$ cat src/rtl/i2c_slave_regctrl_pkg.sv
// Shared definitions for the I2C slave register-map controller.
package i2c_regctrl_pkg;

  typedef enum logic [1:0] {
    ST_IDLE,
    ST_ADDR,
    ST_DATA
  } state_t;

  localparam state_t     RST_STATE = ST_IDLE;
  localparam logic [7:0] RST_BYTE  = 8'h00;
  localparam logic       RST_BIT   = 1'b0;

endpackage

$ cat src/rtl/i2c_slave_regctrl_edge_sync.sv
// Registers one slave handshake level and flags its rising/falling edges
// against the previous registered sample.
module edge_sync
  import i2c_regctrl_pkg::*;
(
  input  logic clk,
  input  logic rst,
  input  logic din,
  output logic level,
  output logic rise,
  output logic fall
);

  logic r_level;
  logic r_prev;

  always_ff @(posedge clk or posedge rst) begin
    if (rst) begin
      r_level <= RST_BIT;
      r_prev  <= RST_BIT;
    end else begin
      r_level <= din;
      r_prev  <= r_level;
    end
  end

  assign level = r_level;
  assign rise  = r_level & ~r_prev;
  assign fall  = ~r_level & r_prev;

endmodule

$ cat src/rtl/i2c_slave_regctrl.sv
// Register-map controller for the I2C slave: pointer handling, auto-increment,
// and a register file shared with a local host port.
module i2c_slave_regctrl
  import i2c_regctrl_pkg::*;
#(
  parameter  int unsigned NREG = 8,
  localparam int unsigned AW   = $clog2(NREG)
) (
  input  logic          clk,
  input  logic          rst,
  input  logic          busy,
  input  logic          data_available,
  input  logic          data_request,
  input  logic [7:0]    data_o,
  output logic [7:0]    data_i,
  input  logic          loc_we,
  input  logic [AW-1:0] loc_addr,
  input  logic [7:0]    loc_wdata,
  output logic [7:0]    loc_rdata,
  output logic [AW-1:0] ptr,
  output logic          i2c_wr,
  output logic          loc_collision
);

  logic w_busy_lvl, w_busy_rise, w_busy_fall;
  logic w_da_lvl,   w_da_rise,   w_da_fall;
  logic w_dr_lvl,   w_dr_rise,   w_dr_fall;

  edge_sync u_busy (
    .clk   (clk),
    .rst   (rst),
    .din   (busy),
    .level (w_busy_lvl),
    .rise  (w_busy_rise),
    .fall  (w_busy_fall)
  );

  edge_sync u_da (
    .clk   (clk),
    .rst   (rst),
    .din   (data_available),
    .level (w_da_lvl),
    .rise  (w_da_rise),
    .fall  (w_da_fall)
  );

  edge_sync u_dr (
    .clk   (clk),
    .rst   (rst),
    .din   (data_request),
    .level (w_dr_lvl),
    .rise  (w_dr_rise),
    .fall  (w_dr_fall)
  );

  // Levels and the remaining edges are not needed by the pointer logic.
  logic w_unused;
  assign w_unused = ^{w_busy_lvl, w_da_lvl, w_da_fall, w_dr_lvl};

  state_t        r_state, w_state_nxt;
  logic [AW-1:0] r_ptr,   w_ptr_nxt;
  logic          w_i2c_we;
  logic          w_coll;
  logic [7:0]    r_regs [NREG];
  logic [7:0]    r_data_i;
  logic [7:0]    r_loc_rdata;
  logic          r_i2c_wr;
  logic          r_loc_coll;

  always_ff @(posedge clk or posedge rst) begin
    if (rst) begin
      r_state <= RST_STATE;
      r_ptr   <= '0;
    end else begin
      r_state <= w_state_nxt;
      r_ptr   <= w_ptr_nxt;
    end
  end

  // A data_available rise takes priority over any request edge in the same
  // cycle; a busy fall is applied after the data action.
  always_comb begin
    w_state_nxt = r_state;
    w_ptr_nxt   = r_ptr;
    w_i2c_we    = 1'b0;
    unique case (r_state)
      ST_IDLE: begin
        if (w_busy_rise) w_state_nxt = ST_ADDR;
      end
      ST_ADDR: begin
        if (w_da_rise) begin
          w_ptr_nxt   = data_o[AW-1:0];
          w_state_nxt = ST_DATA;
        end else if (w_dr_rise) begin
          w_state_nxt = ST_DATA;
        end
      end
      ST_DATA: begin
        if (w_da_rise) begin
          w_i2c_we  = 1'b1;
          w_ptr_nxt = r_ptr + AW'(1);
        end else if (w_dr_fall) begin
          w_ptr_nxt = r_ptr + AW'(1);
        end
      end
      default: w_state_nxt = ST_IDLE;
    endcase
    if (w_busy_fall) w_state_nxt = ST_IDLE;
  end

  assign w_coll = w_i2c_we & loc_we & (loc_addr == r_ptr);

  // The I2C port takes precedence on the same register; otherwise both land.
  always_ff @(posedge clk or posedge rst) begin
    if (rst) begin
      for (int unsigned i = 0; i < NREG; i++) r_regs[i] <= RST_BYTE;
    end else begin
      for (int unsigned i = 0; i < NREG; i++) begin
        if (w_i2c_we && (r_ptr == AW'(i)))
          r_regs[i] <= data_o;
        else if (loc_we && (loc_addr == AW'(i)))
          r_regs[i] <= loc_wdata;
      end
    end
  end

  always_ff @(posedge clk or posedge rst) begin
    if (rst) begin
      r_data_i    <= RST_BYTE;
      r_loc_rdata <= RST_BYTE;
      r_i2c_wr    <= RST_BIT;
      r_loc_coll  <= RST_BIT;
    end else begin
      r_data_i    <= r_regs[r_ptr];
      r_loc_rdata <= r_regs[loc_addr];
      r_i2c_wr    <= w_i2c_we;
      r_loc_coll  <= w_coll;
    end
  end

  assign data_i        = r_data_i;
  assign loc_rdata     = r_loc_rdata;
  assign ptr           = r_ptr;
  assign i2c_wr        = r_i2c_wr;
  assign loc_collision = r_loc_coll;

endmodule

$ cat config.mk
export PLATFORM = sky130hd
export DESIGN_NAME = i2c_slave_regctrl
export DESIGN_NICKNAME = d
export VERILOG_FILES = /design/src/rtl/i2c_slave_regctrl_pkg.sv /design/src/rtl/i2c_slave_regctrl_edge_sync.sv /design/src/rtl/i2c_slave_regctrl.sv
export SDC_FILE = /design/constraint.sdc
export NUM_CORES = 1
export LEC_CHECK = 0
export ABC_CLOCK_PERIOD_IN_PS = 4200
export CAP_MARGIN = 20
export CORE_MARGIN = 2
export CORE_UTILIZATION = 23
export CTS_CLUSTER_DIAMETER = 30
export DETAILED_ROUTE_END_ITERATION = 6
export PLACE_DENSITY = 0.44
export SLEW_MARGIN = 20
export SYNTH_ARGS = -nofsm -noshare
export SYNTH_HDL_FRONTEND = slang
export SYNTH_SLANG_ARGS = --single-unit
export TNS_END_PERCENT = 50
$ cat constraint.sdc
create_clock -name clk -period 4.2 [get_ports clk]
set_input_delay 0.84 -clock clk [delete_from_list [all_inputs] [get_ports clk]]
set_output_delay 0.84 -clock clk [all_outputs]
set_load 0.01 [all_outputs]
## After elaboration in Yosys (flattened, before gate mapping)

Cells that the tools add are included.

| operators by class | value |
|---|---|
| equality and inequality tests | 22 |
| bitwise logic cells | 14 |
| reductions and logical operators | 30 |
| muxes and demuxes | 33 |
| add/subtract/negate cells | 1 |
| order comparisons | 2 |

Operator list:

| operator | count |
|---|---|
| 8-bit 2-to-1 mux | 20 |
| 8-bit binary-select mux with 3-bit select | 2 |
| 3-bit equality test, second input constant | 8 |
| 2-bit nonzero test | 9 |
| 1-bit logical AND | 16 |
| 3-bit by 2-bit equality test with 1-bit output, second input constant | 4 |
| 3-bit 2-to-1 mux | 3 |
| 4-bit greater-or-equal comparator, second input constant | 2 |
| 2-bit 2-to-1 mux | 4 |
| 3-bit NOT with 4-bit output | 2 |
| 1-bit bitwise AND | 7 |
| 3-bit by 1-bit equality test with 1-bit output, second input constant | 2 |
| 3-bit logical NOT | 2 |
| 3-bit by 1-bit != test with 1-bit output, second input constant | 2 |
| 2-bit one-hot mux with 3 select lines | 1 |
| 3-bit one-hot mux with 2 select lines | 1 |
| 3-bit AND reduction | 2 |
| 1-bit NOT | 5 |
| 2-bit by 1-bit != test with 1-bit output, second input constant | 2 |
| 4-bit by 1-bit != test with 1-bit output, second input constant | 1 |
| 3-bit by 1-bit adder with 3-bit output, second input constant | 1 |
| 3-bit equality test | 1 |
| 2-bit by 1-bit equality test with 1-bit output, second input constant | 1 |
| 2-bit equality test, second input constant | 1 |
| 2 further kinds | 3 |

| storage, ports and cells | value |
|---|---|
| output and inout port bits | 21 |
| word-level logic and storage cells | 122 |
| input port bits | 25 |
| bits in registers | 93 |

## Logic depth before layout (Yosys ltp)

Gate-level depths: netlist (run 1).

| depth | value |
|---|---|
| depth after elaboration | 6 |
| mapped depth | 10 |
| mapped depth without buffers | 6 |

## Hierarchy

Synthesis (run 1) repeated with hierarchy kept, for this count alone.

| unflattened totals | value |
|---|---|
| cells, all modules | 389 |
| area, all modules | 5281.3 um^2 |

By module, submodules not included:

| module | area an instance (um^2) | cells each | times used | sequential area each (um^2) |
|---|---|---|---|---|
| i2c_slave_regctrl | 5074.9 | 374 | 1 | 2177.1 |
| edge_sync | 68.8 | 5 | 3 | 50.0 |

## Worst setup path after synthesis (run 1)

OpenSTA, ideal clock, no wires.

| timing | value |
|---|---|
| kind | input port to flip-flop |
| start | input loc_addr[1] |
| end | register r_regs[28] (netlist name) |
| path buffers | 2 |
| data arrival time | 1840 ps |
| library setup time | 124 ps |
| setup slack | 2236 ps |
| required time | 4076 ps |
| stages on the path | 5 |
| path through | buf_2 -> buf_6 -> nor3_4 -> mux2i_1 -> a21oi_2 |

| on the way | value |
|---|---|
| cells in the longest elaborated chain, start to end | 3 |

Ends and longest elaborated chain:

| element | RTL line | text |
|---|---|---|
| start, declared | i2c_slave_regctrl.sv:17 | `input logic [AW-1:0] loc_addr,` |
| 3-bit equality test | i2c_slave_regctrl.sv:121 | `else if (loc_we && (loc_addr == AW'(i)))` |
| 1-bit logical AND | i2c_slave_regctrl.sv:121 |  |
| 2-bit nonzero test (no source line) | -- |  |
| end signal, assigned by index | i2c_slave_regctrl.sv:120 | `r_regs[i] <= data_o;` |
| end signal, assigned by index | i2c_slave_regctrl.sv:122 | `r_regs[i] <= loc_wdata;` |
| end, declared | i2c_slave_regctrl.sv:64 | `logic [7:0] r_regs [NREG];` |

Every way passes these cells.
A chain may end at the register's enable or synchronous reset.

## Worst setup path after layout (run 1)

| timing | value |
|---|---|
| start | input loc_addr[2] |
| end | register r_loc_rdata[4] (netlist: loc_rdata[4]) |

| on the way | value |
|---|---|
| cells in the longest elaborated chain, start to end | 4 |

Ends and longest elaborated chain:

| element | RTL line | text |
|---|---|---|
| 3-bit NOT with 4-bit output (implied by the code) | i2c_slave_regctrl.sv:135 | `r_loc_rdata <= r_regs[loc_addr];` |
| 8-bit binary-select mux with 3-bit select | i2c_slave_regctrl.sv:135 |  |
| 8-bit 2-to-1 mux (implied by the code) (2 in series) | i2c_slave_regctrl.sv:135 |  |
| end signal, assigned | i2c_slave_regctrl.sv:135 |  |
| end, declared | i2c_slave_regctrl.sv:66 | `logic [7:0] r_loc_rdata;` |

Every way passes these cells. The select of a mux whose other input is x is not followed.

==> flow_summary.toml, run 1 <==
[clock_network]
ctsHoldBuffers = 0
clockBufferDepth = 2
cts_tree = "built"
ctsHtreeMaxLevel = 3
clkSinkCount = 93
insertion_delay_ps = 360
cts-root-buf = "clkbuf_16"
cts_buffers = 9
post_cts_buffers = 0
post_cts_resized = 0
clkTransAtPathRegs_ps = 60

[sta]
holdWs_ps = 395
setup_viol = 0
fin_ws_ps = 1280
setup_tns_ps = 0
period_share = 0.695
rsz0062_at_grt = "no"
worst_pin_slew_ps = 1020
drv_slew = 0
slew_headroom = 0.318
fmax_mhz = 342
finalHoldViolCount = 0
period_needed_ps = 2920
finClkSkew_ps = 6.38

[worst_setup_path]
path_cells = "clkdlybuf4s50_1, buf_4, mux4_1, mux2_2"
crit_required_ps = 4440
path_delay_family = "buffers and inverters"
path_max_fanout = 16
critPathMaxStageDelay_ps = 1100
end_kind = "register"
cp_slowest_cell = "clkdlybuf4s50_1"
crit_type = "input port to register"
startpoint_type = "input port"
critPathArrivalTime_ps = 3160
path_buf_inv = 2

[grt]
grt_antenna_before_repair = 0
grt_usage = 0.138
grt_pass1_vias = 3891
grt_max_degree = 65
grt-ovfl-total = 0
grt_pass1_wl_mm = 24.4

[die]
die_y_um = 155
rows = 55
core-area_sq_um = 22400
die-area_sq_um = 23900
dieWidth_um = 155
ios = 46
initial_utilization = 0.233

[yosys]
ys_seq_elements = 93
ys.flop_type = "dfrtp_1"
synthesis.area_sq_um = 5220
yosysSeqAreaShare = 0.446
synthArstFlopShare = 1.00
syn_inst = 464
synth.distinct_cells = 39
synthTopCellsByArea = "dfrtp_1 (45%), mux2i_1 (13%), mux4_2 (11%), a21oi_1 (3.7%), nand2_1 (3.7%)"
synthDominantCellAreaShare = 0.446
yosys_warnings = 0
synth_nets = 498
syn_area_per_cell_sq_um = 11.2
synth_edf_count = 0
synth_top_area_cell = "dfrtp_1"

[power]
ir_drop_mv = 0.309
leakagePower_nw = 2.64
power_density_nw_per_um2 = 603
fin_total_pwr_mw = 3.75

[route]
firstDrtPassIters = 7
ant_nets = 0
vias = 3679
via_per_inst = 4.72
drc = 0
routed_wl_mm = 15.6
wire_per_inst_um = 20.0
first_iter_violations = 205

[place]
place_congestion = 0.786
pre_cts_ws_ps = 876
port_buffers = 45
dpl.hpwl_mm = 10.4
place_area_sq_um = 5930
place_inst = 765

[outcome]
run_status = "complete, no violations"

[finish]
fin_cells = 780
final_core_utilization = 0.277
design_area_sq_um = 6210
drive_gt1_frac = 0.158
final_nets = 525
synthToLayoutAreaGrowth_pct = 19.1
diodes = 0

[run]
timing.max_cap.violations = 0

[worst_hold_path]
hold_class = "register to register"
layer usage:
metal,GRT usage,vias to the layer above,share of wire
met3,0.0300,25,0.045
met5,0,-,0
met2,0.221,106,0.47
met4,0.0498,0,0.025
li1,-,1694,-
met1,0.186,1854,0.46
cells by family (layout without fill, tap and decap cells):
family                   after synthesis  after routing  share of synthesized area
buffers and inverters                 57             88                     0.0547
AO/OA/AOI/OAI                         73             73                     0.0751
XOR/XNOR                               3              3                    0.00504
adder cells (fa/ha/maj)                9              9                     0.0216
flip-flops                            93             93                      0.446
AND/OR/NAND/NOR                      122            122                      0.109
multiplexers                         107            107                      0.288
cells in the final DEF, fill, tap and decap left out, types with 6 or more instances in the layout:
cell	n
inv_1	7
mux4_1	6
clkbuf_16	9
clkdlybuf4s50_1	45
mux4_2	26
o21ai_1	17
mux2_2	8
a21oi_1	39
o21ai_0	9
buf_4	20
mux2i_1	67
ha_1	9
nor2_1	44
nand2_1	52
dfrtp_1	93
Yosys cell counts, types with 2 or more instances:
cell type  instances
a21oi_1           39
a21oi_2            3
and3_1             2
buf_1              2
buf_2             25
buf_4              2
buf_6              4
clkbuf_1          14
clkbuf_2           2
dfrtp_1           93
ha_1               9
inv_1              8
mux2_2             8
mux2i_1           67
mux4_1             6
mux4_2            26
nand2_1           52
nand2b_1           4
nand3_1            3
nand4b_1           4
nor2_1            44
nor2b_1            3
o21ai_0            9
o21ai_1           17
o31ai_1            2
xnor2_1            3
report_power, final:
group          total [mW]  leakage (nW)  internal, mW  switching (mW)
clock network       0.800         0.139         0.447           0.353
logic                1.41          1.40         0.799           0.609
registers            1.54          1.10          1.24           0.298
total                3.75          2.64          2.49            1.26
sequential cells by signal (all words and copies together), names as in the netlist, 2 cells and up:
signal and count:
loc_rdata 8, r_state 2, data_i 8, ptr 3
r_regs 64
area by class of cell:
class / instances / area [sq um]
fill: 2349 / 16200
multi-input combinational: 314 / 2620
sequential: 93 / 2330
timing repair buffer: 65 / 601
tap: 285 / 357
clock buffer: 14 / 274
inverter: 8 / 32.5
clock inverter: 1 / 5.00
final timing paths:
kind | slack (ps) | to | from | depth (start not counted)
max | 1280 | loc_rdata[4] | loc_addr[2] | 4
min | 390 | u_busy.r_prev | u_busy.level | 0
max reg2reg | 1590 | r_regs[36] | ptr[0] | 5
min reg2reg | 390 | u_busy.r_prev | u_busy.level | 0
max in group asynchronous | 2330 | r_regs[44] | rst | 3
min in group asynchronous | 990 | r_regs[38] | rst | 2
Note: power is estimated with default switching activity, not from simulation.
==> inputs of run 2 (changes only) <==
- ABC_CLOCK_PERIOD_IN_PS: 4200 -> 2500
- PLACE_DENSITY: 0.44 -> 0.45
- clock period: 4.2 -> 2.5 ns (I/O delays scaled with it)
==> flow_summary.toml, run 2 (synthesized netlist as in run 1, its figures left out) <==
[outcome]
run_status = "complete, no violations"

[finish]
mostFrequentLayoutCell = "dfrtp_1"
top_register = "r_regs"
most-common-layout-cells = "dfrtp_1 (93), mux2i_1 (67), nand2_1 (52), clkdlybuf4s50_1 (45), nor2_1 (44)"
synthToLayoutAreaGrowth_pct = 21.8
fill_cells = 2326
design_area_sq_um = 6350
drive_gt1_frac = 0.174
diodes = 0
final_core_utilization = 0.283
largest_reg_flops = 64
final_nets = 536

[worst_setup_path]
r2r_slack_ps = 660
cp_slowest_cell = "clkdlybuf4s50_1"
path_delay_family = "buffers and inverters"
r2r-end = "r_regs[29]"
critPathMaxStageDelay_ps = 580
critPathArrivalTime_ps = 1390
path_cells = "clkdlybuf4s50_1"
crit_type = "register to output pin"
reg2regPathDepth = 7
crit_required_ps = 2000
path_buf_inv = 1
path_max_fanout = 6
regToRegStartpoint = "r_state[0]"
startpoint_type = "register"
end_kind = "output pin"

[clock_network]
cts_buffers = 9
post_cts_buffers = 0
post_cts_resized = 0
cts_tree = "built"
insertion_delay_ps = 350
clkSinkCount = 93
ctsHtreeMaxLevel = 3
cts-root-buf = "clkbuf_16"
ctsHoldBuffers = 0
clkTransAtPathRegs_ps = 60
clockBufferDepth = 2

[sta]
slew_headroom = 0.559
finClkSkew_ps = 4.59
rsz0062_at_grt = "no"
worst_pin_slew_ps = 655
setup_viol = 0
fmax_mhz = 530
drv_slew = 0
period_needed_ps = 1890
finalHoldViolCount = 0
period_share = 0.754
holdWs_ps = 402
setup_tns_ps = 0

[route]
vias = 3626
routed_wl_mm = 14.7
wire_per_inst_um = 18.5
drc = 0
via_per_inst = 4.58
firstDrtPassIters = 4
first_iter_violations = 233
ant_nets = 0

[grt]
grt-ovfl-total = 0
grt_usage = 0.131
grt_use_met2 = 0.216
gr-usage-met3 = 0.0286
use_met1 = 0.172
busiest_layer = "met2"
grt_max_degree = 94
grt_antenna_before_repair = 0
grt_pass1_vias = 3846
grt_pass1_wl_mm = 23.3

[worst_hold_path]
hold_class = "register to register"
worstHoldStart = "u_busy.level"
min_path_cells = 0
hold_path_end = "u_busy.r_prev"

[power]
clockPowerShare = 0.204
leakagePower_nw = 2.72
internal_power_mw = 4.15
power_density_nw_per_um2 = 977
fin_total_pwr_mw = 6.21
combPwrFrac = 0.392
ir_drop_mv = 0.375
swShare = 0.332
seq_power_share = 0.404
p_sw_mw = 2.06

[die]
die_y_um = 155
core-area_sq_um = 22400
initial_utilization = 0.233
ios = 46
dieWidth_um = 155
rows = 55
die-area_sq_um = 23900

[run]
timing.max_cap.violations = 0

[place]
dpl.hpwl_mm = 9.67
place_area_sq_um = 6090
port_buffers = 45
place_congestion = 0.750
[run 2: cell types whose count changed in the layout (fill, tap and decap cells not counted)]
cell	delta
buf_4	+5
clkinvlp_4	+1
clkbuf_8	-2
clkbuf_1	+1
clkinv_2	+1
buf_12	+6
inv_4	-1
[run 2: routing by layer]
| metal | vias to the layer above | wire length [um] | share of wire |
|---|---|---|---|
| met4 | 0 | 202 | 0.014 |
| met1 | 1813 | 6620 | 0.45 |
| met3 | 11 | 734 | 0.050 |
| li1 | 1720 | - | - |
| met2 | 82 | 7090 | 0.48 |
| met5 | - | 0 | 0 |
[run 2: power by group through the flow]
stage	clock (mW)	combinational (mW)	sequential (mW)
after floorplan	0	1.64	2.45
after global placement	0	2.42	2.52
after detailed placement	0	2.47	2.53
after CTS	1.33	2.47	2.50
after global routing	1.38	2.70	2.58
final	1.27	2.43	2.51
[run 2: layout make-up]
cell class,count,area (sq um),share of cell area
inverter,8,33.8,0.00532
multi-input combinational,314,2620,0.412
clock buffer,13,250,0.0394
sequential,93,2330,0.366
tap,285,357,0.0561
timing repair buffer,76,758,0.119
clock inverter,2,10.0,0.00158
[run 2: metrics by stage]
step	cells	worst slack, ps
final	791	615
after global routing	791	459
after floorplan	464	549
after CTS	791	584
after global placement	776	314
after detailed placement	776	282
[run 2: worst max-delay path by stage]
stage                start      endpoint  cells after the start
3_5_place_dp        loc_we    r_regs[41]                      5
2_1_floorplan       ptr[1]    r_regs[50]                     10
5_1_grt             ptr[1]    r_regs[52]                      5
6_report            ptr[0]        ptr[0]                      1
3_3_place_gp   loc_addr[2]  loc_rdata[4]                      4
4_1_cts             ptr[0]        ptr[0]                      1
